===== src/rtl/scan_code_buffer.sv =====
// PS/2 scan-code history buffer: decodes make/break/extended sequences,
// suppresses typematic repeats and keeps the four most recent key presses.
module scan_code_buffer #(
  parameter int         TIMEOUT_CYCLES = 2_000_000,
  parameter logic [7:0] CLEAR_CODE     = 8'h76
) (
  input  logic        clk,
  input  logic        reset_n,
  input  logic [7:0]  code_in,
  input  logic        code_valid,
  output logic [31:0] scan_codes,
  output logic        new_key,
  output logic        key_held
);

  localparam int CNT_W = $clog2(TIMEOUT_CYCLES + 1);

  typedef enum logic [1:0] {IDLE, GOT_F0, GOT_E0, GOT_E0F0} state_t;

  state_t           state;
  logic [7:0]       held_code;
  logic [CNT_W-1:0] tmo_cnt;
  logic             tmo_expired;

  // Expiry fires on the cycle the counter would reach TIMEOUT_CYCLES.
  assign tmo_expired = (tmo_cnt == CNT_W'(TIMEOUT_CYCLES - 1));

  always_ff @(posedge clk or negedge reset_n) begin
    if (!reset_n) begin
      state      <= IDLE;
      held_code  <= 8'h00;
      tmo_cnt    <= '0;
      scan_codes <= 32'h0;
      new_key    <= 1'b0;
      key_held   <= 1'b0;
    end else begin
      new_key <= 1'b0;
      if (code_valid) begin
        // A valid byte always wins over a simultaneous timeout expiry.
        tmo_cnt <= '0;
        case (state)
          IDLE: begin
            if (code_in == 8'hF0) begin
              state <= GOT_F0;
            end else if (code_in == 8'hE0) begin
              state <= GOT_E0;
            end else if (code_in == 8'hAA || code_in == 8'h00) begin
              state <= IDLE;
            end else if (code_in == CLEAR_CODE) begin
              scan_codes <= 32'h0;
              key_held   <= 1'b0;
            end else if (key_held && code_in == held_code) begin
              state <= IDLE;
            end else begin
              scan_codes <= {scan_codes[23:0], code_in};
              held_code  <= code_in;
              key_held   <= 1'b1;
              new_key    <= 1'b1;
            end
          end
          GOT_F0: begin
            if (key_held && code_in == held_code) key_held <= 1'b0;
            state <= IDLE;
          end
          GOT_E0: begin
            state <= (code_in == 8'hF0) ? GOT_E0F0 : IDLE;
          end
          GOT_E0F0: begin
            state <= IDLE;
          end
          default: state <= IDLE;
        endcase
      end else if (state == IDLE) begin
        tmo_cnt <= '0;
      end else if (tmo_expired) begin
        // Abandoned prefix: history and held key are left untouched.
        state   <= IDLE;
        tmo_cnt <= '0;
      end else begin
        tmo_cnt <= tmo_cnt + CNT_W'(1);
      end
    end
  end

endmodule


===== config.mk =====
export PLATFORM = sky130hd
export DESIGN_NAME = scan_code_buffer
export DESIGN_NICKNAME = d
export VERILOG_FILES = /design/src/rtl/scan_code_buffer.sv
export SDC_FILE = /design/constraint.sdc
export NUM_CORES = 1
export LEC_CHECK = 0
export CORE_ASPECT_RATIO = 0.9
export CORE_MARGIN = 2
export CORE_UTILIZATION = 48
export DETAILED_ROUTE_END_ITERATION = 6
export PLACE_DENSITY = 0.76
export SLEW_MARGIN = 5
export SYNTH_ARGS = -nofsm -noshare
export SYNTH_HDL_FRONTEND = slang
export SYNTH_SLANG_ARGS = --single-unit

===== constraint.sdc =====
create_clock -name clk -period 1.78 [get_ports clk]
set_input_delay 0.356 -clock clk [delete_from_list [all_inputs] [get_ports clk]]
set_output_delay 0.356 -clock clk [all_outputs]
set_load 0.05 [all_outputs]

==> impl_metrics.prom, run 1 <==
# TYPE chip_impl_metric gauge
chip_impl_metric{name="floorplan.die.width",unit="um"} 85.1
chip_impl_metric{name="synth_largest_type_area_fraction",unit="%"} 57.2
chip_impl_metric{name="drc",unit=""} 0
chip_impl_info{name="synth.cells.most_frequent",value="65 x sky130_fd_sc_hd__dfrtp_1, 30 x sky130_fd_sc_hd__a22o_1, 26 x sky130_fd_sc_hd__nor2_1, 23 x sky130_fd_sc_hd__xnor2_1, 12 x sky130_fd_sc_hd__nand2_1"} 1
chip_impl_metric{name="die-height",unit="um"} 77.0
chip_impl_info{name="clk_root_buffer_cell",value="sky130_fd_sc_hd__clkbuf_8"} 1
chip_impl_metric{name="first_pass_iters",unit=""} 4
chip_impl_info{name="ranking_of_synthesized_cells_by_area",value="sky130_fd_sc_hd__dfrtp_1 57%, sky130_fd_sc_hd__a22o_1 9.2%, sky130_fd_sc_hd__xnor2_1 7.1%"} 1
chip_impl_metric{name="mappedNetlistArea",unit="um2"} 2840
chip_impl_metric{name="antenna_found_initial",unit=""} 0
chip_impl_info{name="min_path_type",value="input pin to async pin"} 1
chip_impl_metric{name="synthesis.nets",unit=""} 257
chip_impl_metric{name="ys_types",unit=""} 32
chip_impl_metric{name="wirelength_met1",unit="um"} 3050
chip_impl_metric{name="fillCellCount",unit=""} 397
chip_impl_metric{name="htree_levels",unit=""} 3
chip_impl_metric{name="met3_wirelength",unit="um"} 339
chip_impl_metric{name="gpl.final_weighted_congestion",unit=""} 0.849
chip_impl_metric{name="num_antenna_cells",unit=""} 0
chip_impl_metric{name="power.density",unit="nW/um2"} 1020
chip_impl_metric{name="synth_edf_count",unit=""} 0
chip_impl_metric{name="hpwl",unit="um"} 4150
chip_impl_info{name="cts_tree",value="built"} 1
chip_impl_metric{name="first_pass_grt_wire_length",unit="um"} 10700
chip_impl_metric{name="report.final.setup_viol",unit=""} 32
chip_impl_metric{name="clock.fmax",unit="MHz"} 535
chip_impl_info{name="worstSetupPathType",value="flop to flop"} 1
chip_impl_metric{name="ys_ff_latch",unit=""} 65
chip_impl_info{name="critical-path-slowest-cell",value="sky130_fd_sc_hd__or4_4"} 1
chip_impl_metric{name="count_of_standard_cell_rows",unit=""} 26
chip_impl_metric{name="finalMaxSlewViolations",unit=""} 0
chip_impl_metric{name="final_cells",unit=""} 398
chip_impl_info{name="highest_layer",value="met4"} 1
chip_impl_metric{name="grt.overflow.total",unit=""} 0
chip_impl_info{name="setup.worst_path.end_class",value="flop"} 1
chip_impl_metric{name="design.core.area",unit="um2"} 5690
chip_impl_metric{name="fraction_of_layout_cells_with_a_size_suffix_above_1",unit="%"} 36.3
chip_impl_metric{name="place_inst",unit=""} 376
chip_impl_metric{name="cts-buffers-inserted",unit=""} 9
chip_impl_metric{name="clock_transition_time_at_the_flip_flop_clock_pins_of_the_worst_setup_and_hold_paths",unit="ns"} 0.08
chip_impl_metric{name="yosys_warnings",unit=""} 0
chip_impl_metric{name="yosysSeqAreaShare",unit="%"} 57.2
chip_impl_info{name="synthDominantAreaCellType",value="sky130_fd_sc_hd__dfrtp_1"} 1
chip_impl_metric{name="post_drt_wl_per_cell",unit="um"} 16.5
chip_impl_metric{name="worst_ep_required_time",unit="ns"} 2.02
chip_impl_metric{name="routed_wire_length",unit="um"} 6580
chip_impl_info{name="start_kind",value="flop"} 1
chip_impl_metric{name="cp_data_arrival_time",unit="ns"} 2.11
chip_impl_metric{name="timing.hold.ws",unit="ns"} -0.00204
chip_impl_metric{name="tightest_slew",unit="ns"} 0.353
chip_impl_metric{name="clock_sinks",unit=""} 65
chip_impl_metric{name="route.vias.total",unit=""} 2233
chip_impl_metric{name="nets",unit=""} 335
chip_impl_metric{name="grt_use_total",unit="%"} 20.7
chip_impl_metric{name="syn-mean-instance-area",unit="um2"} 11.6
chip_impl_info{name="cp_cell_sequence",value="xnor2_2 -> nand4_1 -> or4_4 -> nand2_8 -> mux2_4"} 1
chip_impl_info{name="yosys.cell_count.top_type",value="sky130_fd_sc_hd__dfrtp_1"} 1
chip_impl_info{name="path_delay_family",value="simple AND/OR/NAND/NOR gates"} 1
chip_impl_metric{name="first_global_vias",unit=""} 2131
chip_impl_metric{name="period_share",unit="%"} 105
chip_impl_metric{name="maxSlewHeadroom",unit="%"} 76.1
chip_impl_info{name="failed_checks",value="negative hold slack, negative setup slack"} 1
chip_impl_metric{name="drt_iter0_markers",unit=""} 123
chip_impl_info{name="grt_setup_unrepaired",value="true"} 1
chip_impl_metric{name="antenna_violating_nets_post_route",unit=""} 0
chip_impl_metric{name="timing.final.crit_period",unit="ns"} 1.87
chip_impl_metric{name="boundaryPins",unit=""} 45
chip_impl_metric{name="grt_max_degree",unit=""} 66
chip_impl_metric{name="postSynth.asyncResetShare",unit="%"} 100
chip_impl_metric{name="largest_clock_skew_in_the_final_design",unit="ns"} 0.0118
chip_impl_info{name="postSynth.topFlopCell",value="sky130_fd_sc_hd__dfrtp_1"} 1
chip_impl_metric{name="postCtsHoldBufs",unit=""} 0
chip_impl_metric{name="io_buffer_count",unit=""} 44
chip_impl_metric{name="critPathBufInv",unit=""} 0
chip_impl_metric{name="max-vdd-ir-drop",unit="V"} 0.000724
chip_impl_metric{name="power_leakage",unit="nW"} 1.77
chip_impl_metric{name="clk_path_buf_depth",unit=""} 2
chip_impl_metric{name="synthesis.instances",unit=""} 245
chip_impl_metric{name="avgViaCountPerCell",unit=""} 5.61
chip_impl_metric{name="post_placement_cell_area",unit="um2"} 3530
chip_impl_metric{name="layout_setup_ws",unit="ns"} -0.0900
chip_impl_metric{name="dieArea",unit="um2"} 6550
chip_impl_metric{name="cp_slowest_stage_delay",unit="ns"} 0.57
chip_impl_metric{name="initial_utilization",unit="%"} 49.9
chip_impl_metric{name="layout.cell_area.non_filler",unit="um2"} 3870
chip_impl_metric{name="synthToLayoutAreaGrowth",unit="%"} 36.3
chip_impl_info{name="run_status",value="finished, violations left"} 1
chip_impl_metric{name="hold_viol",unit=""} 5
chip_impl_metric{name="clk-insertion-delay-late",unit="ns"} 0.35
chip_impl_metric{name="maxCapViolCount",unit=""} 0
chip_impl_metric{name="wl_met2",unit="um"} 3070
chip_impl_metric{name="critical_path_peak_fanout",unit=""} 4
-- area by class of cell --
type | instances | area, um2 | area share, %
multi-input combinational | 160 | 1240 | 32.0
inverter | 7 | 26.3 | 0.679
clock inverter | 7 | 77.6 | 2.00
clock buffer | 9 | 124 | 3.20
timing repair buffer | 80 | 692 | 17.9
tap | 70 | 87.6 | 2.26
sequential | 65 | 1630 | 42.0
-- metrics by stage --
stage                     util, %  setup TNS (ns)  hold WS [ns]  worst slack (ns)  power (mW)
after floorplan                 -          -0.490        0.0604           -0.0533        2.29
after global placement       62.0          -25.59         0.392            -0.663        2.62
after detailed placement     62.0          -26.19         0.395            -0.695        2.64
after CTS                    66.9           -3.00       0.00891            -0.108        3.94
after global routing         68.0           -3.50        0.0279            -0.158        4.09
final                        68.0          -0.833      -0.00204           -0.0900        3.94
-- layer usage --
metal	track usage, %	vias to the layer above
met5	0	-
met4	5.71	0
met3	7.43	15
met1	29.6	1115
li1	-	1033
met2	30.0	70
-- cell families (layout without fill, tap and decap cells) --
logic type | Yosys count | in the layout | share of synthesized area, %
simple gates | 83 | 83 | 15.5
xor+xnor | 28 | 28 | 8.63
compound gates | 39 | 39 | 11.2
mux | 9 | 9 | 3.52
flops | 65 | 65 | 57.2
buf+inv | 20 | 103 | 3.52
fa+ha+maj | 1 | 1 | 0.440
-- repair_timing --
item,in CTS,in global routing
gates resized for setup,18,30
gates cloned,1,1
pin swaps,7,7
buffers inserted,4,1
endpoints found under the setup margin,41,60
-- power breakdown --
part	switching, mW	internal, mW	leakage, nW
clock network	0.619	0.658	0.100
registers	0.110	1.60	0.837
logic	0.583	0.369	0.831
total	1.31	2.63	1.77
-- worst paths after layout --
kind                                start        endpoint  slack, ns  cells past startpoint
setup / recovery             held_code[0]   scan_codes[0]      -0.09                      5
setup reg to reg             held_code[0]   scan_codes[0]      -0.09                      5
min in group clk               code_in[3]    held_code[3]       0.33                      3
hold / removal                    reset_n     tmo_cnt[11]     -0.002                      2
max in group asynchronous         reset_n  scan_codes[21]       1.49                      2
hold reg to reg            scan_codes[25]  scan_codes[25]       0.50                      1
-- cell usage in the layout, fill, tap and decap left out, drive strengths merged, types with 2 or more instances in the layout --
master,netlist,layout
nand2,12,12
nand4,4,4
buf,10,72
o21ai,6,6
mux2,8,8
nand3,11,11
and4,2,2
a22o,30,30
xnor2,23,23
nor2,26,26
inv,7,9
nor3,9,9
and4bb,3,3
clkinv,0,3
dfrtp,65,65
nor4b,2,2
xor2,5,5
and3,6,6
clkbuf,3,15
nor4,4,4
-- flip-flops by register name, indices dropped and copies added (netlist names) --
name and count:
key_held 1, new_key 1, held_code 8, tmo_cnt 21, scan_codes 32, state 2
Power figures use the tool's default switching activity.
==> run 2, diff against run 1 <==
--- a/config.mk
+++ b/config.mk
@@ -7,9 +7,10 @@
 export LEC_CHECK = 0
 export CORE_ASPECT_RATIO = 0.9
 export CORE_MARGIN = 2
-export CORE_UTILIZATION = 48
+export CORE_UTILIZATION = 36
+export CTS_CLUSTER_SIZE = 16
 export DETAILED_ROUTE_END_ITERATION = 6
-export PLACE_DENSITY = 0.76
+export PLACE_DENSITY = 0.6
 export SLEW_MARGIN = 5
 export SYNTH_ARGS = -nofsm -noshare
 export SYNTH_HDL_FRONTEND = slang
==> run 2 against run 1 <==
The run ends with negative setup slack left. Via count decreased by 2.2%. Clock skew decreased by 0.00092 ns. Clock-buffer cell count is the same. Non-clock buffer count is 13 higher. Worst hold slack improved by 0.43 ns. Critical path type unchanged. Largest cell class unchanged. Highest routed layer unchanged.
==> impl_metrics.prom, run 2 (synthesis results as in run 1) <==
# TYPE chip_impl_metric gauge
chip_impl_metric{name="drt_iter0_markers",unit=""} 132
chip_impl_metric{name="grt.overflow.total",unit=""} 0
chip_impl_metric{name="routed_wire_length",unit="um"} 6570
chip_impl_metric{name="initial_utilization",unit="%"} 37.5
chip_impl_metric{name="nets",unit=""} 348
chip_impl_metric{name="regArea",unit="um2"} 1630
chip_impl_metric{name="first_pass_grt_wire_length",unit="um"} 10800
chip_impl_metric{name="cts-buffers-inserted",unit=""} 9
chip_impl_metric{name="htree_levels",unit=""} 3
chip_impl_metric{name="floorplan.die.width",unit="um"} 97.7
chip_impl_metric{name="antenna_violating_nets_post_route",unit=""} 0
chip_impl_metric{name="clock.fmax",unit="MHz"} 544
chip_impl_metric{name="fin_total_pwr",unit="mW"} 3.93
chip_impl_metric{name="final_cells",unit=""} 437
chip_impl_info{name="grt_setup_unrepaired",value="true"} 1
chip_impl_metric{name="count_of_standard_cell_rows",unit=""} 30
chip_impl_metric{name="report.final.setup_viol",unit=""} 32
chip_impl_metric{name="setup.reg_to_reg.worst_slack",unit="ns"} -0.06
chip_impl_metric{name="gpl.final_weighted_congestion",unit=""} 0.751
chip_impl_metric{name="multiInputGateArea",unit="um2"} 1210
chip_impl_metric{name="largest_register_ffs",unit=""} 32
chip_impl_metric{name="dp_worst_setup_slack",unit="ns"} -0.747
chip_impl_metric{name="clk-insertion-delay-late",unit="ns"} 0.34
chip_impl_metric{name="post_drt_wl_per_cell",unit="um"} 15.0
chip_impl_metric{name="power.density",unit="nW/um2"} 979
chip_impl_info{name="failed_checks",value="negative setup slack"} 1
chip_impl_info{name="layout.cells.most_common",value="sky130_fd_sc_hd__buf_4"} 1
chip_impl_metric{name="clock_transition_time_at_the_flip_flop_clock_pins_of_the_worst_setup_and_hold_paths",unit="ns"} 0.08
chip_impl_metric{name="maxCapViolCount",unit=""} 0
chip_impl_metric{name="drc",unit=""} 0
chip_impl_metric{name="fillCellCount",unit=""} 677
chip_impl_info{name="worstSetupPathType",value="flop to flop"} 1
chip_impl_metric{name="max-vdd-ir-drop",unit="V"} 0.000432
chip_impl_metric{name="antenna_found_initial",unit=""} 0
chip_impl_metric{name="fraction_of_layout_cells_with_a_size_suffix_above_1",unit="%"} 37.0
chip_impl_metric{name="synthToLayoutAreaGrowth",unit="%"} 41.2
chip_impl_info{name="top_register",value="scan_codes"} 1
chip_impl_metric{name="worst_ep_required_time",unit="ns"} 2.02
chip_impl_metric{name="cp_data_arrival_time",unit="ns"} 2.07
chip_impl_metric{name="first_global_vias",unit=""} 2184
chip_impl_info{name="layout_common_cells",value="70 x sky130_fd_sc_hd__buf_4, 64 x sky130_fd_sc_hd__dfrtp_1, 30 x sky130_fd_sc_hd__a22o_1"} 1
chip_impl_metric{name="design.core.area",unit="um2"} 7580
chip_impl_metric{name="clk_path_buf_depth",unit=""} 2
chip_impl_info{name="cts_tree",value="built"} 1
chip_impl_metric{name="finalMaxSlewViolations",unit=""} 0
chip_impl_metric{name="setup-tns-final",unit="ns"} -1.08
chip_impl_metric{name="period_share",unit="%"} 103
chip_impl_metric{name="timing.final.crit_period",unit="ns"} 1.84
chip_impl_metric{name="avgViaCountPerCell",unit=""} 5.00
chip_impl_info{name="setup.worst_path.end_class",value="flop"} 1
chip_impl_metric{name="layout_setup_ws",unit="ns"} -0.0579
chip_impl_metric{name="hold_viol",unit=""} 0
chip_impl_metric{name="clock_sinks",unit=""} 65
chip_impl_metric{name="die-height",unit="um"} 88.3
chip_impl_metric{name="grt_max_degree",unit=""} 33
chip_impl_info{name="min_path_type",value="input pin to flop"} 1
chip_impl_metric{name="route.vias.total",unit=""} 2183
chip_impl_info{name="run_status",value="finished, violations left"} 1
chip_impl_metric{name="grt_use_total",unit="%"} 16.0
chip_impl_metric{name="critical_path_peak_fanout",unit=""} 12
chip_impl_metric{name="place_inst",unit=""} 411
chip_impl_metric{name="boundaryPins",unit=""} 45
chip_impl_info{name="largestRegisters",value="scan_codes x32, tmo_cnt x21, held_code x8"} 1
chip_impl_metric{name="maxSlewHeadroom",unit="%"} 76.6
chip_impl_metric{name="io_buffer_count",unit=""} 44
chip_impl_metric{name="largest_clock_skew_in_the_final_design",unit="ns"} 0.0109
chip_impl_metric{name="first_pass_iters",unit=""} 4
chip_impl_info{name="start_kind",value="flop"} 1
chip_impl_info{name="clk_root_buffer_cell",value="sky130_fd_sc_hd__clkbuf_8"} 1
chip_impl_metric{name="hpwl",unit="um"} 4400
chip_impl_metric{name="dieArea",unit="um2"} 8620
chip_impl_metric{name="num_antenna_cells",unit=""} 0
chip_impl_metric{name="power_leakage",unit="nW"} 1.82
chip_impl_metric{name="tightest_slew",unit="ns"} 0.346
[run 2: cell count changes in the layout (fill, tap and decap cells not counted), moves of 2 or more]
| cell | previous run | this run |
|---|---|---|
| sky130_fd_sc_hd__nor4_1 | 2 | 4 |
| sky130_fd_sc_hd__clkbuf_2 | 5 | 0 |
| sky130_fd_sc_hd__buf_6 | 1 | 5 |
| sky130_fd_sc_hd__buf_12 | 5 | 7 |
| sky130_fd_sc_hd__nor4_2 | 2 | 0 |
| sky130_fd_sc_hd__buf_4 | 63 | 70 |
| sky130_fd_sc_hd__clkdlybuf4s15_2 | 0 | 6 |
[run 2: path summary, 6_finish.rpt]
path                           startpoint  cells after the start              to
max                          held_code[6]                      8  scan_codes[24]
min                            code_in[0]                      3    held_code[0]
max reg2reg                  held_code[6]                      8  scan_codes[24]
min reg2reg                scan_codes[26]                      1  scan_codes[26]
max in group asynchronous         reset_n                      3        key_held
min in group asynchronous         reset_n                      2     tmo_cnt[10]
[run 2: critical path, stage by stage (launching register included)]
cell and delay (ns):
sky130_fd_sc_hd__dfrtp_1 0.40, sky130_fd_sc_hd__xnor2_1 0.17, sky130_fd_sc_hd__nand4_1 0.17, sky130_fd_sc_hd__buf_4 0.19, sky130_fd_sc_hd__nor3_4 0.20, sky130_fd_sc_hd__nor3b_4 0.09
sky130_fd_sc_hd__buf_12 0.15, sky130_fd_sc_hd__buf_12 0.14, sky130_fd_sc_hd__a22o_1 0.22
[run 2: where the power goes]
group          switching [mW]  total [mW]  internal, mW
Combinational           0.582       0.966         0.384
Clock                   0.600        1.26         0.658
Sequential              0.103        1.70          1.60
Total                    1.28        3.93          2.64
[run 2: repair_timing]
| action | 4_1_cts | 5_1_grt |
|---|---|---|
| hold endpoints to repair | 12 | 0 |
| setup buffers | 8 | 3 |
| gates cloned | 1 | 0 |
| pin swaps | 26 | 11 |
| gates resized for setup | 38 | 13 |
| setup endpoints to repair | 41 | 58 |
| hold buffers | 1 | 0 |
[run 2: final cells by class]
type / instances / share of cell area, %
Clock buffer: 9 / 3.09
Clock inverter: 7 / 1.93
Inverter: 7 / 0.655
Multi-Input combinational cell: 160 / 30.2
Sequential cell: 65 / 40.6
Tap cell: 96 / 2.99
Timing Repair Buffer: 93 / 20.6
[run 2: through the flow]
| step | area (um2) | hold slack (ns) | utilization (%) |
|---|---|---|---|
| 3_3_place_gp | 3630 | 0.273 | 47.9 |
| 2_1_floorplan | 2900 | 0.0604 | - |
| 5_1_grt | 4010 | 0.439 | 52.9 |
| 3_5_place_dp | 3630 | 0.282 | 47.9 |
| 6_report | 4010 | 0.431 | 52.9 |
| 4_1_cts | 3960 | 0.406 | 52.3 |
[run 2: per-layer routing]
layer  part of all wire (%)  track usage (%)  wire length (um)  up-vias
met4                    1.2             5.05                79        0
met5                      0                0                 0        -
met2                     45             24.3              2950       48
met1                     49             22.1              3250     1065
li1                       -                -                 -     1063
met3                    4.4             5.13               292        7
==> run 3, diff against run 2 <==
--- a/config.mk
+++ b/config.mk
@@ -5,12 +5,14 @@
 export SDC_FILE = /design/constraint.sdc
 export NUM_CORES = 1
 export LEC_CHECK = 0
+export ABC_AREA = 1
 export CORE_ASPECT_RATIO = 0.9
 export CORE_MARGIN = 2
 export CORE_UTILIZATION = 36
 export CTS_CLUSTER_SIZE = 16
 export DETAILED_ROUTE_END_ITERATION = 6
-export PLACE_DENSITY = 0.6
+export HOLD_SLACK_MARGIN = 0.02
+export PLACE_DENSITY = 0.59
 export SLEW_MARGIN = 5
 export SYNTH_ARGS = -nofsm -noshare
 export SYNTH_HDL_FRONTEND = slang
==> run 3 against run 2 <==
The flow now finishes without violations. Total power up 66%. Worst hold slack better by 0.013 ns. Synthesized area up 18%. Core utilization down 4.4 points. Non-clock buffer count down 3. Design area up 9.8%. Fmax up 12%. Cell count up 45%. Via count up 39%. Clock skew down 0.00088 ns. Die area up 17%. Clock-buffer cell count unchanged.
==> impl_metrics.prom, run 3 <==
# TYPE chip_impl_metric gauge
chip_impl_metric{name="clock_sinks",unit=""} 65
chip_impl_metric{name="fin_total_pwr",unit="mW"} 6.52
chip_impl_metric{name="synthesis.nets",unit=""} 429
chip_impl_metric{name="dieArea",unit="um2"} 10100
chip_impl_metric{name="die-height",unit="um"} 95.4
chip_impl_metric{name="worst_ep_required_time",unit="ns"} 2.02
chip_impl_metric{name="hpwl",unit="um"} 5910
chip_impl_info{name="ranking_of_synthesized_cells_by_area",value="sky130_fd_sc_hd__dfrtp_1 49%, sky130_fd_sc_hd__nand2_1 15%, sky130_fd_sc_hd__nand4_1 7.3%"} 1
chip_impl_metric{name="finalMaxSlewViolations",unit=""} 0
chip_impl_metric{name="num_antenna_cells",unit=""} 0
chip_impl_metric{name="nets",unit=""} 517
chip_impl_metric{name="postLayoutCoreUtil",unit="%"} 48.5
chip_impl_metric{name="drt_iter0_markers",unit=""} 139
chip_impl_metric{name="antenna_found_initial",unit=""} 0
chip_impl_metric{name="clk_path_buf_depth",unit=""} 2
chip_impl_info{name="worstSetupPathType",value="input pin to flop"} 1
chip_impl_info{name="cts_tree",value="built"} 1
chip_impl_metric{name="synth_edf_count",unit=""} 0
chip_impl_metric{name="grt_use_total",unit="%"} 17.9
chip_impl_metric{name="post_drt_wl_per_cell",unit="um"} 14.0
chip_impl_metric{name="max-vdd-ir-drop",unit="V"} 0.000595
chip_impl_info{name="run_status",value="finished clean"} 1
chip_impl_metric{name="first_pass_grt_wire_length",unit="um"} 14300
chip_impl_metric{name="grt_max_degree",unit=""} 38
chip_impl_metric{name="synthesis.instances",unit=""} 417
chip_impl_metric{name="synth_largest_type_area_fraction",unit="%"} 48.7
chip_impl_metric{name="fraction_of_layout_cells_with_a_size_suffix_above_1",unit="%"} 26.1
chip_impl_metric{name="timing.hold.ws",unit="ns"} 0.444
chip_impl_metric{name="avgViaCountPerCell",unit=""} 4.81
chip_impl_metric{name="maxCapViolCount",unit=""} 0
chip_impl_info{name="layout_common_cells",value="135 x sky130_fd_sc_hd__nand2_1, 70 x sky130_fd_sc_hd__buf_4, 65 x sky130_fd_sc_hd__dfrtp_1"} 1
chip_impl_metric{name="largest_register_ffs",unit=""} 32
chip_impl_metric{name="mappedNetlistArea",unit="um2"} 3340
chip_impl_info{name="postSynth.topFlopCell",value="sky130_fd_sc_hd__dfrtp_1"} 1
chip_impl_metric{name="boundaryPins",unit=""} 45
chip_impl_metric{name="maxSlewHeadroom",unit="%"} 71.0
chip_impl_metric{name="io_buffer_count",unit=""} 44
chip_impl_metric{name="clock_transition_time_at_the_flip_flop_clock_pins_of_the_worst_setup_and_hold_paths",unit="ns"} 0.08
chip_impl_info{name="grt_setup_unrepaired",value="true"} 1
chip_impl_info{name="largestRegisters",value="scan_codes x32, tmo_cnt x21, held_code x8"} 1
chip_impl_metric{name="cp_data_arrival_time",unit="ns"} 1.89
chip_impl_metric{name="yosysSeqAreaShare",unit="%"} 48.7
chip_impl_metric{name="hold_viol",unit=""} 0
chip_impl_metric{name="post_placement_cell_area",unit="um2"} 4080
chip_impl_metric{name="postSynth.asyncResetShare",unit="%"} 100
chip_impl_metric{name="htree_levels",unit=""} 3
chip_impl_metric{name="floorplan.die.width",unit="um"} 106
chip_impl_metric{name="cts-buffers-inserted",unit=""} 9
chip_impl_metric{name="initial_utilization",unit="%"} 36.8
chip_impl_metric{name="power.density",unit="nW/um2"} 1480
chip_impl_metric{name="timing.final.crit_period",unit="ns"} 1.65
chip_impl_metric{name="clk-insertion-delay-late",unit="ns"} 0.34
chip_impl_metric{name="gpl.final_weighted_congestion",unit=""} 0.884
chip_impl_metric{name="ys_types",unit=""} 28
chip_impl_metric{name="drc",unit=""} 0
chip_impl_metric{name="synthToLayoutAreaGrowth",unit="%"} 31.8
chip_impl_metric{name="count_of_standard_cell_rows",unit=""} 33
chip_impl_metric{name="largest_clock_skew_in_the_final_design",unit="ns"} 0.0100
chip_impl_metric{name="clock.fmax",unit="MHz"} 608
chip_impl_metric{name="yosys_warnings",unit=""} 0
chip_impl_info{name="yosys.cell_count.top_type",value="sky130_fd_sc_hd__nand2_1"} 1
chip_impl_info{name="start_kind",value="input pin"} 1
chip_impl_metric{name="grt.overflow.total",unit=""} 0
chip_impl_info{name="setup.worst_path.end_class",value="flop"} 1
chip_impl_metric{name="layout.cell_area.non_filler",unit="um2"} 4410
chip_impl_metric{name="critical_path_peak_fanout",unit=""} 8
chip_impl_info{name="top_register",value="scan_codes"} 1
chip_impl_info{name="synthDominantAreaCellType",value="sky130_fd_sc_hd__dfrtp_1"} 1
chip_impl_metric{name="route.vias.total",unit=""} 3042
chip_impl_info{name="layout.cells.most_common",value="sky130_fd_sc_hd__nand2_1"} 1
chip_impl_metric{name="first_pass_iters",unit=""} 4
chip_impl_metric{name="routed_wire_length",unit="um"} 8840
chip_impl_metric{name="syn-mean-instance-area",unit="um2"} 8.02
chip_impl_info{name="min_path_type",value="input pin to async pin"} 1
chip_impl_metric{name="design.core.area",unit="um2"} 9080
chip_impl_info{name="synth.cells.most_frequent",value="137 x sky130_fd_sc_hd__nand2_1, 65 x sky130_fd_sc_hd__dfrtp_1, 39 x sky130_fd_sc_hd__nand4_1, 36 x sky130_fd_sc_hd__nor2_1, 34 x sky130_fd_sc_hd__inv_1"} 1
chip_impl_metric{name="tightest_slew",unit="ns"} 0.435
chip_impl_metric{name="report.final.setup_viol",unit=""} 0
chip_impl_metric{name="antenna_violating_nets_post_route",unit=""} 0
chip_impl_metric{name="power_leakage",unit="nW"} 2.30
chip_impl_metric{name="first_global_vias",unit=""} 2976
chip_impl_metric{name="ys_ff_latch",unit=""} 65
chip_impl_metric{name="period_share",unit="%"} 92.5
chip_impl_info{name="clk_root_buffer_cell",value="sky130_fd_sc_hd__clkbuf_8"} 1
## run 3: cell types whose count changed in the layout (fill, tap and decap cells not counted), moves of 8 or more
cell                      delta
sky130_fd_sc_hd__xnor2_1    -18
sky130_fd_sc_hd__a22o_1     -30
sky130_fd_sc_hd__inv_1      +25
sky130_fd_sc_hd__mux2_4      -8
sky130_fd_sc_hd__nand4_1    +35
sky130_fd_sc_hd__nor2_1      +9
sky130_fd_sc_hd__a21oi_1    +14
sky130_fd_sc_hd__nand2_2    +12
sky130_fd_sc_hd__nand2_1   +124
## run 3: worst max-delay path, stage by stage
cell                            delay [ns]
sky130_fd_sc_hd__dlygate4sd2_1        0.27
sky130_fd_sc_hd__inv_2                0.09
sky130_fd_sc_hd__buf_4                0.11
sky130_fd_sc_hd__nor2_1               0.03
sky130_fd_sc_hd__nand4_1              0.10
sky130_fd_sc_hd__o21ai_2              0.09
sky130_fd_sc_hd__nor2_4               0.25
sky130_fd_sc_hd__nand4_4              0.24
sky130_fd_sc_hd__clkbuf_16            0.25
sky130_fd_sc_hd__nand2_1              0.06
sky130_fd_sc_hd__nand2_1              0.05
## run 3: area by class of cell
class | count | area, um2
fill | 916 | 4680
timing repair buffer | 90 | 802
inverter | 40 | 150
clock inverter | 7 | 55.1
multi-input combinational | 299 | 1500
clock buffer | 9 | 124
tap | 122 | 153
sequential | 65 | 1630
## run 3: logic make-up after synthesis
| logic type | count (synthesis) | share of synthesized area [%] |
|---|---|---|
| compound gates | 23 | 3.52 |
| flops | 65 | 48.7 |
| simple gates | 266 | 37.9 |
| fa+ha+maj | 1 | 0.374 |
| xor+xnor | 8 | 2.10 |
| buf+inv | 54 | 7.45 |
## run 3: routing by layer
metal  global-route usage, %  vias to the layer above  share of wire (%)
met4                    5.48                        0               0.81
met1                    24.5                     1454                 50
met2                    28.0                       47                 46
li1                        -                     1535                  -
met3                    4.72                        6                3.6
met5                       0                        -                  0
## run 3: repair_timing
| action | in CTS | in global routing |
|---|---|---|
| hold buffers | 1 | 0 |
| endpoints found under the setup margin | 42 | 45 |
| pin swaps | 1 | 3 |
| hold endpoints to repair | 11 | 0 |
| cloned | 1 | 3 |
| setup buffers | 2 | 1 |
| gates resized for setup | 5 | 14 |
## run 3: per-stage QoR
step | TNS [ns] | setup WS [ns] | cells
4_1_cts | -0.00209 | -0.00209 | 628
3_3_place_gp | -19.77 | -0.687 | 608
6_report | 0 | 0.134 | 632
2_1_floorplan | 0 | 0.183 | 417
5_1_grt | -0.000738 | -0.000738 | 632
3_5_place_dp | -22.33 | -0.764 | 608
## run 3: final timing paths
check | startpoint | end | slack (ns) | cells after the start
max | code_in[3] | scan_codes[20] | 0.13 | 11
min | reset_n | tmo_cnt[3] | 0.44 | 2
max reg2reg | state[1] | scan_codes[20] | 0.18 | 7
min reg2reg | scan_codes[31] | scan_codes[31] | 0.48 | 2
max in group asynchronous | reset_n | scan_codes[11] | 0.75 | 3
min in group clk | code_in[1] | scan_codes[1] | 0.47 | 4
## run 3: power by group
part | switching (mW) | internal, mW
sequential | 0.398 | 1.91
combinational | 2.07 | 0.991
clock | 0.636 | 0.516
